[src/rtl/pipe_ctrl.sv]
// rtl/pipe_ctrl.sv - 5-stage pipeline sequencer: stalls, flushes, MDU issue/wait, stall stats
module pipe_ctrl #(
    parameter int MDU_TIMEOUT = 64,
    parameter int CNT_W       = 16
) (
    input  logic             clk,
    input  logic             reset,
    input  logic             stall_hz,
    input  logic             flush_br,
    input  logic             mdu_op_E,
    input  logic             mdu_done,
    input  logic             dmem_req_M,
    input  logic             dmem_ready,
    output logic             en_F,
    output logic             en_D,
    output logic             en_E,
    output logic             en_M,
    output logic             en_W,
    output logic             flush_D,
    output logic             flush_E,
    output logic             flush_M,
    output logic             mdu_go,
    output logic             mdu_timeout,
    output logic [CNT_W-1:0] stall_cycles
);

    localparam int TW = (MDU_TIMEOUT > 2) ? $clog2(MDU_TIMEOUT) : 1;
    localparam logic [TW-1:0]    TO_LAST = TW'(MDU_TIMEOUT - 1);
    localparam logic [CNT_W-1:0] CNT_MAX = {CNT_W{1'b1}};

    localparam logic [0:0] S_RUN  = 1'b0;
    localparam logic [0:0] S_BUSY = 1'b1;

    logic [0:0]       state_q, state_d;
    logic [TW-1:0]    tcnt_q, tcnt_d;
    logic             timeout_q, timeout_d;
    logic [CNT_W-1:0] cnt_q, cnt_d;
    logic             mem_wait;

    assign mem_wait     = dmem_req_M & ~dmem_ready;
    assign mdu_timeout  = timeout_q;
    assign stall_cycles = cnt_q;

    // Stage controls and next state, resolved in priority order; memory wait freezes everything
    always_comb begin
        en_F      = 1'b1;
        en_D      = 1'b1;
        en_E      = 1'b1;
        en_M      = 1'b1;
        en_W      = 1'b1;
        flush_D   = 1'b0;
        flush_E   = 1'b0;
        flush_M   = 1'b0;
        mdu_go    = 1'b0;
        state_d   = state_q;
        tcnt_d    = tcnt_q;
        timeout_d = timeout_q;
        if (reset) begin
            en_F      = 1'b0;
            en_D      = 1'b0;
            en_E      = 1'b0;
            en_M      = 1'b0;
            en_W      = 1'b0;
            flush_D   = 1'b1;
            flush_E   = 1'b1;
            flush_M   = 1'b1;
            state_d   = S_RUN;
            tcnt_d    = '0;
            timeout_d = 1'b0;
        end else if (mem_wait) begin
            en_F = 1'b0;
            en_D = 1'b0;
            en_E = 1'b0;
            en_M = 1'b0;
            en_W = 1'b0;
        end else if (state_q == S_RUN) begin
            // MDU issue outranks a branch: the E slot holds the MUL/DIV, not a branch
            if (mdu_op_E) begin
                mdu_go  = 1'b1;
                en_F    = 1'b0;
                en_D    = 1'b0;
                en_E    = 1'b0;
                flush_M = 1'b1;
                state_d = S_BUSY;
                tcnt_d  = '0;
            end else if (flush_br) begin
                flush_D = 1'b1;
                flush_E = 1'b1;
            end else if (stall_hz) begin
                en_F    = 1'b0;
                en_D    = 1'b0;
                flush_E = 1'b1;
            end
        end else begin
            // MDU busy: hold F/D/E and bubble M until done or the watchdog expires
            if (mdu_done) begin
                state_d = S_RUN;
            end else if (tcnt_q == TO_LAST) begin
                state_d   = S_RUN;
                timeout_d = 1'b1;
            end else begin
                en_F    = 1'b0;
                en_D    = 1'b0;
                en_E    = 1'b0;
                flush_M = 1'b1;
                tcnt_d  = tcnt_q + TW'(1);
            end
        end
    end

    // Saturating count of cycles with the PC held
    always_comb begin
        cnt_d = cnt_q;
        if (reset) begin
            cnt_d = '0;
        end else if (!en_F && cnt_q != CNT_MAX) begin
            cnt_d = cnt_q + CNT_W'(1);
        end
    end

    // State registers; reset values come through the _d logic
    always_ff @(posedge clk) begin
        state_q   <= state_d;
        tcnt_q    <= tcnt_d;
        timeout_q <= timeout_d;
        cnt_q     <= cnt_d;
    end

endmodule

[config.mk]
export PLATFORM = sky130hd
export DESIGN_NAME = pipe_ctrl
export DESIGN_NICKNAME = d
export VERILOG_FILES = /design/src/rtl/pipe_ctrl.sv
export SDC_FILE = /design/constraint.sdc
export NUM_CORES = 1
export LEC_CHECK = 0
export BUFFER_PORTS_ARGS = -buffer_cell sky130_fd_sc_hd__buf_4
export CAP_MARGIN = 0
export CORE_MARGIN = 4
export CORE_UTILIZATION = 50
export CTS_BUF_LIST = sky130_fd_sc_hd__clkbuf_8 sky130_fd_sc_hd__clkbuf_16
export CTS_CLUSTER_DIAMETER = 80
export DETAILED_ROUTE_END_ITERATION = 10
export HOLD_SLACK_MARGIN = 0.02
export PLACE_DENSITY = 0.76
export SKIP_LAST_GASP = 1
export SLEW_MARGIN = 25
export SYNTH_ARGS = -nofsm -noshare
export SYNTH_HDL_FRONTEND = slang
export SYNTH_SLANG_ARGS = --single-unit
[constraint.sdc]
create_clock -name clk -period 2.9 [get_ports clk]
set_clock_uncertainty 0.15 [all_clocks]
set_input_delay 0.145 -clock clk [delete_from_list [all_inputs] [get_ports clk]]
set_output_delay 0.145 -clock clk [all_outputs]
set_load 0.01 [all_outputs]
## Yosys cells after proc, flatten, opt, wreduce, memory -nomap -nowiden

Index checks and enable logic that the tools add are counted.

- Eq/ne operators: 4
- Mux-type cells: 38
- Bitwise operators: 4
- $add $sub $neg: 2
- Reduce and logical (&&, ||, !) cells: 5

Operator list:

| kind | count |
|---|---|
| 2-to-1 mux 1 bit | 34 |
| 2-to-1 mux 6 bit | 4 |
| adder 16 x 1 -> 16 bit (second input constant) | 1 |
| inequality test 16 bit (second input constant) | 1 |
| AND reduction 4 bit | 2 |
| adder 6 x 1 -> 6 bit (second input constant) | 1 |
| == test 6 bit (second input constant) | 1 |
| inequality test 2 bit (second input constant) | 2 |
| inverter 1 bit | 3 |
| nonzero test 2 bit | 1 |
| AND 1 bit | 1 |
| logical AND 1 bit | 1 |
| logical NOT 1 bit | 1 |

- Output and inout port bits: 26
- Bits in registers: 24
- Input bits: 8

## Longest topological paths before layout

Gate-level depths: netlist of run 1.

- Depth in word-level cells: 8
- Gate-level depth with buffers: 8

## Worst setup path after synthesis of run 1

Ideal clock, no wire load.

- Kind: reg2reg
- Start point: register cnt_q[0] (netlist: stall_cycles[0])
- End point: register cnt_q[9] (netlist: stall_cycles[9])
- Data arrival time: 1.755 ns
- Path slack: 0.874 ns
- Period minus slack after synthesis: 2.026 ns
- Cell stages (with the launch flop): 8
- Path buffers: 1
- Required time: 2.629 ns
- Path through: dfxtp_1 -> ha_1 -> nand3_1 -> nor4_2 -> a31o_1 -> buf_6 -> nor4_2 -> mux2_4

- Longest elaborated chain between the ends: 2
- Elaborated cells between the ends (all ways): 3
- Classes of those cells: add/sub (1); eq/ne (1); reduce/logical (1)

Ends and longest elaborated chain:

| what | RTL line | source |
|---|---|---|
| from (decl) | 37 | `logic [CNT_W-1:0] cnt_q, cnt_d;` |
| from (signal assigned) | 126 | `cnt_q <= cnt_d;` |
| branches (longest 2 deep; another with adder 16 x 1 -> 16 bit) | n/a |  |

Several ways; the timed one is not identified.
A chain may end at the register's enable or synchronous reset.

## Worst setup path after layout of run 1

- Start point: register cnt_q[0] (netlist: stall_cycles[0])
- End point: register cnt_q[2] (netlist: stall_cycles[2])

Same word-level chain as after synthesis.

==> flow_metrics.tcl, run 1 <==
set metrics [dict create \
    via_count 1267 \
    multi_input_area_um2 811 \
    syn_avg_cell_area_um2 8.49 \
    final_nets 201 \
    critPathKind "register to register" \
    drt-wirelength-per-cell_um 14.3 \
    drc 0 \
    ctsRootBufferMaster "clkbuf_8" \
    endpoint_kind "register" \
    postPlaceCellArea_um2 1600 \
    ys_ff_latch 24 \
    p_int_uw 505 \
    worst_slew_pin_slew_ns 0.835 \
    p_leak_uw 0.000627 \
    port_buffers 33 \
    status "finished clean" \
    stdcell_area_um2 1650 \
    async_flop_share 0 \
    yosysWarnings 0 \
    netlist_area_um2 1370 \
    via_per_inst 5.76 \
    power_density_nw_per_um2 411 \
    clockBufferDepth 2 \
    antenna_found_initial 0 \
    antenna_cells 0 \
    ir_worst_vdd_v 0.000302 \
    first_global_vias 1195 \
    rsz0062_at_grt "no" \
    tns_ns 0 \
    p_sw_uw 174 \
    grt_max_degree 26 \
    cts_hold_repair.buffers 0 \
    initial_core_util 0.537 \
    grt_pass1_wl_mm 5.37 \
    synth_edf_count 0 \
    clk_pin_slew_ns 0.09 \
    pwr-share-seq 0.513 \
    ioPinCount 34 \
    ys_types 41 \
    crit_fanout 25 \
    drive_gt1_frac 0.253 \
    yosysTopAreaCell "dfxtp_1" \
    finalHoldViolCount 0 \
    whs_ns 0.0703 \
    p_clk_frac 0.337 \
    ys_seq_area_frac 0.352 \
    synth_nets 171 \
    fp-row-count 18 \
    hold_path.class "primary input to register" \
    post-synth-top-count-cell "dfxtp_1" \
    worstSetupStartpointType "register" \
    die_w_um 60.3 \
    grt_remaining_overflow 0 \
    regArea_um2 480 \
    min_period_over_period 0.879 \
    die_h_um 60.3 \
    synth_common_cells "dfxtp_1, nor2_1, a21oi_1" \
    track_usage 0.192 \
    ant_nets 0 \
    synth.area.top_cells "dfxtp_1, nor2_1, a21oi_1, nand3_1, mux2_4" \
    drv_cap 0 \
    synthFlopType "dfxtp_1" \
    cp.arrival_ns 2.56 \
    cts_tree "built" \
    htree_num_levels 1 \
    area_growth_pct 20.8 \
    power.share.combinational 0.150 \
    dr.pass1.iters 4 \
    cts_setup_buffers 0 \
    wl_mm 3.15 \
    insertion_delay_ns 0.27 \
    postSynthCellCount 161 \
    core_um2 2540 \
    switching_share 0.257 \
    numCtsBuffers 3 \
    setup_viol 0 \
    fin_crit_ns 2.55 \
    relSlewSlack 0.444 \
    r2r_slack_ns 0.35 \
    clock-sinks 24 \
    drtIter0Drc 60 \
    crit_required_ns 2.92 \
    netlist.area_leader.share 0.352 \
    place_congestion 0.879 \
    cts_resized 0 \
    final_core_util 0.648 \
    fmax_mhz 393 \
    dp_hpwl_mm 2.33 \
    drv_slew 0 \
    dieArea_um2 3630 \
    fill_cells 225 \
]
cell usage in the layout, fill, tap and decap left out, types with 2 or more instances in the layout:
cell type  Yosys  layout
nand3_1        9       9
inv_1          5       5
o21ai_1        3       3
dfxtp_1       24      24
o21ai_0        3       3
a21oi_1       13      13
buf_4          2      33
o21bai_1       2       2
mux2_4         3       3
clkbuf_8       0       4
nor2_1        19      19
nor4_2         3       3
or3_1          4       4
xnor2_1        3       3
a211oi_1       3       3
nand2b_1       3       3
and3_1         4       4
nand4_1        5       5
mux2i_1        2       2
or4_1          6       6
ha_1           2       2
nor2b_1        5       5
o31ai_1        6       6
nand2_1       11      11
power groups by stage:
stage / clock network, uW / registers (uW) / logic [uW]
3_3_place_gp: 0 / 355 / 98.8
5_1_grt: 251 / 350 / 112
4_1_cts: 234 / 348 / 102
6_report: 229 / 349 / 102
2_1_floorplan: 0 / 356 / 65.1
3_5_place_dp: 0 / 356 / 101
critical path, stage by stage, from the launching register on:
cell and delay [ns]:
dfxtp_1 0.43, ha_1 0.23, nand3_1 0.22, nor4_2 0.27, a31o_1 0.69, nor2_1 0.13, mux2_4 0.32
flip-flops by register name (all words and copies together), names as in the netlist:
| register | count |
|---|---|
| tcnt_q | 6 |
| stall_cycles | 16 |
| state_q | 1 |
| mdu_timeout | 1 |
through the flow:
step,power (uW),setup WS (ns),cells
floorplan,421,0.874,161
global placement,454,0.518,216
detailed placement,457,0.392,216
CTS,684,0.372,220
global route,714,0.136,220
finish,679,0.352,220
area by class of cell:
cell class / count / share of cell area
multi-input cells: 124 / 0.491
flip-flops and latches: 24 / 0.291
repair buffers: 33 / 0.150
clock buffers: 4 / 0.0334
well taps: 30 / 0.0227
inverters: 5 / 0.0114
cell families (layout without fill, tap and decap cells):
kind of cell    count (synthesis)  count (layout)  synth area share
flops                          24              24             0.352
buf+inv                        13              42            0.0549
mux                             5               5            0.0476
xor+xnor                        4               4            0.0256
compound gates                 38              38             0.187
simple gates                   75              75             0.315
fa+ha+maj                       2               2            0.0183
metal layers:
layer  wire length [um]  track usage  part of all wire  vias up
met5                  0            0                 0        -
met2               1440        0.290              0.46       34
met4                 31       0.0633            0.0098        0
met3                171       0.0281             0.054        4
met1               1500        0.275              0.48      587
li1                   -            -                 -      642
final timing paths:
kind | start | to | cells past startpoint
worst min-delay path | reset | stall_cycles[0] | 2
worst max register to register | stall_cycles[0] | stall_cycles[2] | 6
worst max-delay path | stall_cycles[0] | stall_cycles[2] | 6
worst min register to register | mdu_timeout | mdu_timeout | 2
No activity file was read; power rests on OpenSTA's default activity.
==> run 2, diff against run 1 <==
--- a/config.mk
+++ b/config.mk
@@ -8,14 +8,14 @@
 export BUFFER_PORTS_ARGS = -buffer_cell sky130_fd_sc_hd__buf_4
 export CAP_MARGIN = 0
 export CORE_MARGIN = 4
-export CORE_UTILIZATION = 50
+export CORE_UTILIZATION = 47
 export CTS_BUF_LIST = sky130_fd_sc_hd__clkbuf_8 sky130_fd_sc_hd__clkbuf_16
 export CTS_CLUSTER_DIAMETER = 80
 export DETAILED_ROUTE_END_ITERATION = 10
 export HOLD_SLACK_MARGIN = 0.02
-export PLACE_DENSITY = 0.76
+export PLACE_DENSITY = 0.75
 export SKIP_LAST_GASP = 1
-export SLEW_MARGIN = 25
+export SLEW_MARGIN = 40
 export SYNTH_ARGS = -nofsm -noshare
 export SYNTH_HDL_FRONTEND = slang
 export SYNTH_SLANG_ARGS = --single-unit
==> constraint.sdc (replaced) <==
create_clock -name clk -period 2.2 [get_ports clk]
set_clock_uncertainty 0.15 [all_clocks]
set_input_delay 0.11 -clock clk [delete_from_list [all_inputs] [get_ports clk]]
set_output_delay 0.11 -clock clk [all_outputs]
set_load 0.01 [all_outputs]
==> flow_metrics.tcl, run 2 (same netlist as run 1, synthesis figures left out) <==
set metrics [dict create \
    crit_required_ns 2.25 \
    ctsRootBufferMaster "clkbuf_8" \
    status "finished clean" \
    core_um2 2760 \
    antenna_cells 0 \
    endpoint_kind "register" \
    drtIter0Drc 81 \
    insertion_delay_ns 0.26 \
    area_growth_pct 25.7 \
    clk_pin_slew_ns 0.08 \
    clock-sinks 24 \
    fmax_mhz 480 \
    die_w_um 61.9 \
    tns_ns 0 \
    via_count 1345 \
    crit_fanout 14 \
    setup_viol 0 \
    grt_pass1_wl_mm 5.09 \
    layout_commonest_cell "buf_4" \
    drt-wirelength-per-cell_um 13.3 \
    ioPinCount 34 \
    clockBufferDepth 2 \
    die_h_um 61.9 \
    cp.arrival_ns 2.14 \
    cts_tree "built" \
    place_inst 227 \
    relSlewSlack 0.708 \
    power_density_nw_per_um2 507 \
    final_core_util 0.623 \
    port_buffers 33 \
    min_period_over_period 0.947 \
    drc 0 \
    worst_slew_pin_slew_ns 0.437 \
    rsz0062_at_grt "no" \
    ir_worst_vdd_v 0.000395 \
    numCtsBuffers 3 \
    ant_nets 0 \
    wl_mm 3.05 \
    p_leak_uw 0.000669 \
    worstSetupStartpointType "register" \
    largest_reg_flops 16 \
    initial_core_util 0.495 \
    cts_setup_buffers 0 \
    grt_remaining_overflow 0 \
    track_usage 0.177 \
    hold_path.class "primary input to register" \
    place_congestion 0.772 \
    finalHoldViolCount 0 \
    first_global_vias 1173 \
    final_cell_mix "buf_4, dfxtp_1, nor2_1" \
    drv_slew 0 \
    via_per_inst 5.85 \
    htree_num_levels 1 \
    drive_gt1_frac 0.296 \
    fp-row-count 19 \
    antenna_found_initial 0 \
    final_nets 211 \
    finalNonFillerCells 230 \
    drv_cap 0 \
    fin_crit_ns 2.08 \
    dp_hpwl_mm 2.32 \
    dr.pass1.iters 4 \
    grt_max_degree 24 \
    critPathKind "register to register" \
    dieArea_um2 3830 \
]
run 2: cell count changes in the layout (fill, tap and decap cells not counted), sizes merged:
cell and change:
clkbuf -1, buf +10
run 2: what timing repair did:
item	4_1_cts	5_1_grt
endpoints found under the setup margin	0	5
endpoints found under the hold margin	0	0
hold buffers	0	0
gates resized for setup	0	2
run 2: metal layers:
metal	vias up	global-route usage	routed length, um
met2	38	0.277	1410
met3	7	0.0331	184
met4	0	0.0758	49
li1	663	-	-
met1	637	0.237	1410
met5	-	0	0
run 2: through the flow:
stage | total power [uW] | worst slack, ns | instance area, um^2 | hold WS (ns)
after CTS | 878 | 0.0253 | 1710 | 0.146
final | 871 | 0.116 | 1720 | 0.152
after global routing | 909 | 0.00754 | 1720 | 0.179
after global placement | 618 | 0.112 | 1670 | 0.313
after floorplan | 555 | 0.174 | 1370 | 0.142
after detailed placement | 623 | 0.0481 | 1670 | 0.318
run 2: worst max-delay path, stage by stage, from the launching register on:
cell     delay, ns
dfxtp_1       0.46
and2b_4       0.24
o21ai_4       0.06
a31o_2        0.27
buf_4         0.20
or4_1         0.50
a21oi_1       0.15
run 2: area by class of cell:
cell class | count | area (um^2)
inverter | 5 | 18.8
clock buffer | 3 | 41.3
timing repair buffer | 43 | 323
tap | 31 | 38.8
fill | 247 | 1040
multi-input combinational | 124 | 816
sequential | 24 | 480
run 2: final timing paths:
path,startpoint,endpoint,slack [ns],cells after the start
worst min register to register,mdu_timeout,mdu_timeout,0.34,2
worst max-delay path,state_q,stall_cycles[15],0.12,6
worst max register to register,state_q,stall_cycles[15],0.12,6
worst min-delay path,reset,stall_cycles[4],0.15,3
run 2: where the power goes:
part           total, uW  internal [uW]  switching, uW
Combinational        159           78.6           80.0
Sequential           453            444           9.28
Clock                259            122            136
